--- config.mk ---
export PLATFORM = sky130hd
export DESIGN_NAME = output_buffer_ctrl
export DESIGN_NICKNAME = d
export VERILOG_FILES = /design/src/rtl/output_buffer_pkg.sv /design/src/rtl/obuf_wr_arbiter.sv /design/src/rtl/output_buffer_ctrl.sv
export SDC_FILE = /design/constraint.sdc
export NUM_CORES = 1
export LEC_CHECK = 0
export CAP_MARGIN = 40
export CORE_MARGIN = 1
export CORE_UTILIZATION = 45
export DETAILED_ROUTE_END_ITERATION = 7
export GPL_TIMING_DRIVEN = 0
export HOLD_SLACK_MARGIN = 0.06
export PLACE_DENSITY = 0.83
export SLEW_MARGIN = 20
export SYNTH_ARGS = -nofsm -noshare
export SYNTH_HDL_FRONTEND = slang
export SYNTH_SLANG_ARGS = --single-unit
--- constraint.sdc ---
create_clock -name clk_i -period 4.65 [get_ports clk_i]
set_input_delay 1.1625 -clock clk_i [delete_from_list [all_inputs] [get_ports clk_i]]
set_output_delay 1.1625 -clock clk_i [all_outputs]
set_load 0.01 [all_outputs]
--- src/rtl/output_buffer_pkg.sv ---
// Shared types and constants for the dual-slot PIM output buffer controller.
package output_buffer_pkg;

  localparam int DEFAULT_DATA_W = 1024;
  localparam int DEFAULT_WORD_W = 32;

  localparam logic SLOT_1 = 1'b0;
  localparam logic SLOT_2 = 1'b1;

  typedef enum logic [1:0] {
    IDLE   = 2'd0,
    LOAD   = 2'd1,
    STREAM = 2'd2
  } rd_state_e;

endpackage

--- src/rtl/obuf_wr_arbiter.sv ---
// Write-side arbiter: round-robin capture of the two PIM macro results into
// their buffer slots, plus the per-slot "holds unread result" flags.
module obuf_wr_arbiter
  import output_buffer_pkg::*;
(
  input  logic       clk_i,
  input  logic       rst_i,
  input  logic [1:0] valid_i,
  input  logic [1:0] clr_i,
  output logic [1:0] wen_o,
  output logic [1:0] ack_o,
  output logic [1:0] full_o
);

  logic [1:0] wen_q, wen_d;
  logic [1:0] ack_q, ack_d;
  logic [1:0] full_q, full_d;
  logic       lastGrant_q, lastGrant_d;
  logic [1:0] eligible;
  logic [1:0] grant;

  // A slot may only be granted when it is requested, not holding an unread
  // result and not already in its write cycle; ties go to the slot that was
  // not granted last, and the full flag is set in the same edge as the grant.
  always_comb begin
    eligible    = valid_i & ~full_q & ~wen_q;
    grant       = 2'b00;
    lastGrant_d = lastGrant_q;
    if (eligible == 2'b11) begin
      grant = (lastGrant_q == SLOT_1) ? 2'b10 : 2'b01;
    end else begin
      grant = eligible;
    end
    if (grant[SLOT_2]) begin
      lastGrant_d = SLOT_2;
    end else if (grant[SLOT_1]) begin
      lastGrant_d = SLOT_1;
    end
    wen_d  = grant;
    ack_d  = grant;
    full_d = (full_q & ~clr_i) | grant;
  end

  // Registered enables, acks and occupancy; after reset slot 1 wins a tie.
  always_ff @(posedge clk_i or posedge rst_i) begin
    if (rst_i) begin
      wen_q       <= 2'b00;
      ack_q       <= 2'b00;
      full_q      <= 2'b00;
      lastGrant_q <= SLOT_2;
    end else begin
      wen_q       <= wen_d;
      ack_q       <= ack_d;
      full_q      <= full_d;
      lastGrant_q <= lastGrant_d;
    end
  end

  assign wen_o  = wen_q;
  assign ack_o  = ack_q;
  assign full_o = full_q;

endmodule

--- src/rtl/output_buffer_ctrl.sv ---
// Controller for the dual 1024-bit PIM output buffer: write arbitration via
// obuf_wr_arbiter, and a read FSM that streams one slot as 32-bit words.
module output_buffer_ctrl
  import output_buffer_pkg::*;
#(
  parameter  int DATA_W  = DEFAULT_DATA_W,
  parameter  int WORD_W  = DEFAULT_WORD_W,
  localparam int N_WORDS = DATA_W / WORD_W,
  localparam int IDX_W   = $clog2(N_WORDS)
) (
  input  logic             clk_i,
  input  logic             rst_i,
  input  logic             pim_valid_1_i,
  input  logic             pim_valid_2_i,
  output logic             pim_ack_1_o,
  output logic             pim_ack_2_o,
  output logic             buf_write_en_1_o,
  output logic             buf_write_en_2_o,
  output logic             buf_read_en_o,
  input  logic             rd_req_i,
  input  logic             rd_sel_i,
  output logic             rd_sel_o,
  output logic [IDX_W-1:0] word_idx_o,
  output logic             word_valid_o,
  input  logic             word_ready_i,
  output logic             rd_done_o,
  output logic             rd_err_o,
  output logic [1:0]       buf_full_o,
  output logic             busy_o
);

  rd_state_e        state_q, state_d;
  logic             rdSel_q, rdSel_d;
  logic [IDX_W-1:0] wordIdx_q, wordIdx_d;
  logic             readEn_q, readEn_d;
  logic             wordValid_q, wordValid_d;
  logic             done_q, done_d;
  logic             err_q, err_d;
  logic             busy_q, busy_d;
  logic [1:0]       fullClr;
  logic [1:0]       bufFull;
  logic [1:0]       bufWen;
  logic [1:0]       bufAck;

  obuf_wr_arbiter u_wr_arbiter (
    .clk_i   (clk_i),
    .rst_i   (rst_i),
    .valid_i ({pim_valid_2_i, pim_valid_1_i}),
    .clr_i   (fullClr),
    .wen_o   (bufWen),
    .ack_o   (bufAck),
    .full_o  (bufFull)
  );

  // Read sequencing: a request to a full, settled slot gets one LOAD cycle
  // to prime the buffer output registers, then words stream out. Read enable
  // stays high throughout STREAM since dropping it zeroes the buffer outputs.
  always_comb begin
    state_d     = state_q;
    rdSel_d     = rdSel_q;
    wordIdx_d   = wordIdx_q;
    readEn_d    = 1'b0;
    wordValid_d = 1'b0;
    done_d      = 1'b0;
    err_d       = 1'b0;
    fullClr     = 2'b00;
    unique case (state_q)
      IDLE: begin
        if (rd_req_i) begin
          if (bufFull[rd_sel_i] && !bufWen[rd_sel_i]) begin
            state_d   = LOAD;
            rdSel_d   = rd_sel_i;
            wordIdx_d = '0;
            readEn_d  = 1'b1;
          end else begin
            err_d = 1'b1;
          end
        end
      end
      LOAD: begin
        state_d     = STREAM;
        readEn_d    = 1'b1;
        wordValid_d = 1'b1;
      end
      STREAM: begin
        readEn_d    = 1'b1;
        wordValid_d = 1'b1;
        if (wordValid_q && word_ready_i) begin
          wordIdx_d = wordIdx_q + IDX_W'(1);
          if (wordIdx_q == IDX_W'(N_WORDS - 1)) begin
            state_d          = IDLE;
            readEn_d         = 1'b0;
            wordValid_d      = 1'b0;
            done_d           = 1'b1;
            fullClr[rdSel_q] = 1'b1;
          end
        end
      end
      default: begin
        state_d = IDLE;
      end
    endcase
    busy_d = (state_d != IDLE);
  end

  // Read FSM state and its registered outputs; reset aborts any stream.
  always_ff @(posedge clk_i or posedge rst_i) begin
    if (rst_i) begin
      state_q     <= IDLE;
      rdSel_q     <= 1'b0;
      wordIdx_q   <= '0;
      readEn_q    <= 1'b0;
      wordValid_q <= 1'b0;
      done_q      <= 1'b0;
      err_q       <= 1'b0;
      busy_q      <= 1'b0;
    end else begin
      state_q     <= state_d;
      rdSel_q     <= rdSel_d;
      wordIdx_q   <= wordIdx_d;
      readEn_q    <= readEn_d;
      wordValid_q <= wordValid_d;
      done_q      <= done_d;
      err_q       <= err_d;
      busy_q      <= busy_d;
    end
  end

  assign pim_ack_1_o      = bufAck[SLOT_1];
  assign pim_ack_2_o      = bufAck[SLOT_2];
  assign buf_write_en_1_o = bufWen[SLOT_1];
  assign buf_write_en_2_o = bufWen[SLOT_2];
  assign buf_full_o       = bufFull;
  assign buf_read_en_o    = readEn_q;
  assign rd_sel_o         = rdSel_q;
  assign word_idx_o       = wordIdx_q;
  assign word_valid_o     = wordValid_q;
  assign rd_done_o        = done_q;
  assign rd_err_o         = err_q;
  assign busy_o           = busy_q;

endmodule

==> key figures <==
Yosys
  – Number of warnings issued by yosys: 0
  – Gate count after technology mapping: between 100 and 150
  – Fraction of synthesized cell area taken by the top area cell type: 0.435
  – Flops & latches, synth: 18
  – Most area-hungry cell type in the Yosys netlist: dfrtp_1
  – Fraction of the yosys area taken by sequential cells: 0.462
  – Area contributors post-synth: dfrtp_1 (44%), ha_1 (7.7%), nand3_1 (4.6%), nand2_1 (4.6%), nor2_1 (3.5%)
  – Count of unique library cells instantiated by Yosys: 34
  – Synthesized cell area: 977 um^2
  – Mean area per synthesized cell: 9.40 um^2
  – Nets in the synthesized netlist: 117

Job
  – Number of max-capacitance violations reported: 0

Place
  – DP Cell Count: 154
  – Number of input and output port buffers inserted: 23
  – Post-DP HPWL: ~1.6 mm
  – GPL Wtd Cong: about 0.8

GRT
  – Vias in the first global route: 841
  – Global Route Usage Sum: 0.203
  – Pin count of the biggest net entering global routing: 19
  – Initial antenna violation count: 0
  – Remaining Overflow, GRT: 0
  – First-pass GRT wire length: 3.72 mm

STA
  – Count of pins over their slew limit: 0
  – Number of setup violations in the final report: 0
  – Hold Violations, Final: 0
  – Slew HR: 0.554
  – Tcrit/Tclk final: 0.548
  – Shortest clock period the worst path allows after layout: 2.55 ns
  – Final setup skew: 0.00303 ns
  – Worst-margin pin slew: ~0.67 ns
  – Sum of negative setup slack: 0 ns
  – RSZ-0062 raised after global routing: false
  – Max Fclk: 393 MHz

Floorplan
  – Starting Density: 0.488
  – Die ar.: 2360 um^2
  – Core region area: 2000 um^2
  – Row count: 16
  – Number of primary I/O pins: 24
  – Die Ht: 48.6 um
  – Horizontal die dimension: just under 50 um

Clock tree
  – Clock tree sinks: 18
  – Clock root buffer: clkbuf_4
  – Quantity of hold-fixing buffers added after cts: 0
  – Max clock buf depth: 2
  – CTS-repair resized insts: 0
  – Post-CTS clock slew at the launch and capture registers of the worst setup and hold paths: 0.11 ns
  – Number of buffers created by CTS: 3
  – TritonCTS clock tree: yes
  – Count of H-tree levels built during CTS: 1
  – Post-CTS setup repair buffer count: 0
  – Insertion delay of the later-clocked pin in the worst-skew pair: roughly 0.30 ns

Worst hold path
  – HP Start: u_wr_arbiter.lastGrant_q
  – Worst hold-check path type: reg2reg

Setup path
  – Worst setup path startpoint: u_wr_arbiter.wen_o[1]
  – Crit. End Element: primary output
  – Worst-case register-to-register setup slack: between 2 and 3 ns
  – Worst endpoint data arrival time: 1.38 ns
  – Crit path kind: reg2out
  – Worst R2R Start: word_idx_o[0]
  – Nature of the critical path startpoint: register
  – Reg-to-reg endpoint: busy_o
  – Required time at the endpoint of the critical path: 3.49 ns
  – Reg2Reg Depth: 6
  – CP max FO: 5
  – CP endpoint: pim_ack_2_o

Layout
  – Area Growth Syn to Fin: 30.7%
  – Antenna diodes: 0
  – Final Net Count: 145
  – Fraction of layout cells with a size suffix above 1: 0.0916
  – Number of non-filler instances in the completed layout: 158
  – Filler cells: approximately 170

Power and ir drop
  – Seq pwr share: 0.386
  – Net switching fraction of the power: 0.381
  – Cell-internal power: 385 uW
  – Cell leakage power: ~0.00058 uW
  – Maximum resistive drop on vdd: between 0.2 and 0.3 mV
  – Proportion of power drawn by combinational gates: 0.454
  – Clk network pwr share: 0.160
  – Power Total: around 620 uW
  – P per Cell Area: 487 nW/um^2
  – Total net switching power: 237 uW

Route
  – Number of remaining DRC errors: 0
  – Average wire per standard cell: 13.4 um
  – Number of DRC violations after detailed-routing iteration 0: 15
  – Remaining number of nets flagged by the antenna check after routing: 0
  – Via density per instance: 5.56
  – Total vias in the final route: 879
  – Routed wire length: about 2.1 mm
  – Initial DRT Pass Iterations: 4

Outcome
  – Run status: finished, final reports clean
## flip-flops by register name (all words and copies together), names as in the netlist
register and cells:
word_valid_o 1, buf_read_en_o 1, rd_sel_o 1, rd_err_o 1
busy_o 1, word_idx_o 5, state_q 2, u_wr_arbiter.wen_o 2
u_wr_arbiter.lastGrant_q 1, u_wr_arbiter.full_o 2, rd_done_o 1
## per-stage QoR
step,hold slack [ns],utilization,instance area [um^2],setup slack [ns]
5_1_grt,0.532,0.638,1280,2.06
3_5_place_dp,0.510,0.620,1240,1.92
2_1_floorplan,0.501,-,977,2.49
3_3_place_gp,0.508,0.620,1240,1.95
4_1_cts,0.526,0.638,1280,2.10
6_report,0.524,0.638,1280,2.10
## cell families (layout without fill, tap and decap cells)
family                     Yosys count  in the layout  synth area share
and+or+nand+nor                     46             46             0.252
DFF                                 18             18             0.462
buffers and inverters               11             38            0.0525
adders and majority gates            6              6            0.0768
AOI/OAI and AO/OA                   23             23             0.156
## routing by layer
metal,vias to the layer above,wire [um],GRT usage
li1,424,-,-
met1,425,952,0.245
met2,26,1040,0.345
met3,4,75,0.0314
met4,0,44,0.108
met5,-,0,0
## area by class of cell
type,instances,area (um^2),area share
clock buffer,4,36.3,0.0284
buffer,5,28.8,0.0225
inverter,6,22.5,0.0176
tap,27,33.8,0.0264
sequential,18,452,0.354
timing repair buffer,23,230,0.180
multi-input combinational,75,474,0.371
## worst max-delay path, stage by stage, from the launching register on
cell             delay, ns
dfrtp_1               0.43
buf_4                 0.13
clkdlybuf4s50_1       0.53
## synth_stat cells (all sizes together)
cell,n
a21oi,5
a211oi,1
inv,6
o41ai,1
nor3,3
a21boi,1
clkbuf,1
and4b,1
dfrtp,17
nand2,12
nor3b,1
nand4,1
a31oi,1
o21bai,1
o21ai,6
a221oi,1
and2,1
nand3,9
a32oi,1
ha,6
nand2b,3
buf,4
nor2b,1
and3b,1
and4bb,1
dfstp,1
a221o,2
or4b,2
and3,1
a21o,3
nor2,9
## worst min path at each step
stage,slack [ns],cells after the start,endpoint
after global routing,0.53,1,u_wr_arbiter.lastGrant_q
after global placement,0.51,1,u_wr_arbiter.lastGrant_q
after floorplan,0.50,1,u_wr_arbiter.lastGrant_q
final,0.52,1,u_wr_arbiter.lastGrant_q
after detailed placement,0.51,1,u_wr_arbiter.lastGrant_q
after CTS,0.53,1,u_wr_arbiter.lastGrant_q
## power by group through the flow
stage               registers, uW  logic [uW]  clock network, uW
floorplan                     251         158                  0
global placement              240         271                  0
detailed placement            242         282                  0
CTS                           239         284                100
global route                  248         311                106
finish                        240         283               99.5
## cells in the final DEF (no fill, tap or decap), drive strengths merged, types with 2 or more instances in the layout
cell type	synthesis	layout
a21o	3	3
a21oi	5	5
a221o	2	2
buf	4	4
clkbuf	1	5
clkdlybuf4s50	0	23
dfrtp	17	17
ha	6	6
inv	6	6
nand2	12	12
nand2b	3	3
nand3	9	9
nor2	9	9
nor3	3	3
o21ai	6	6
or4b	2	2
Note: power is estimated with default switching activity, not from simulation.
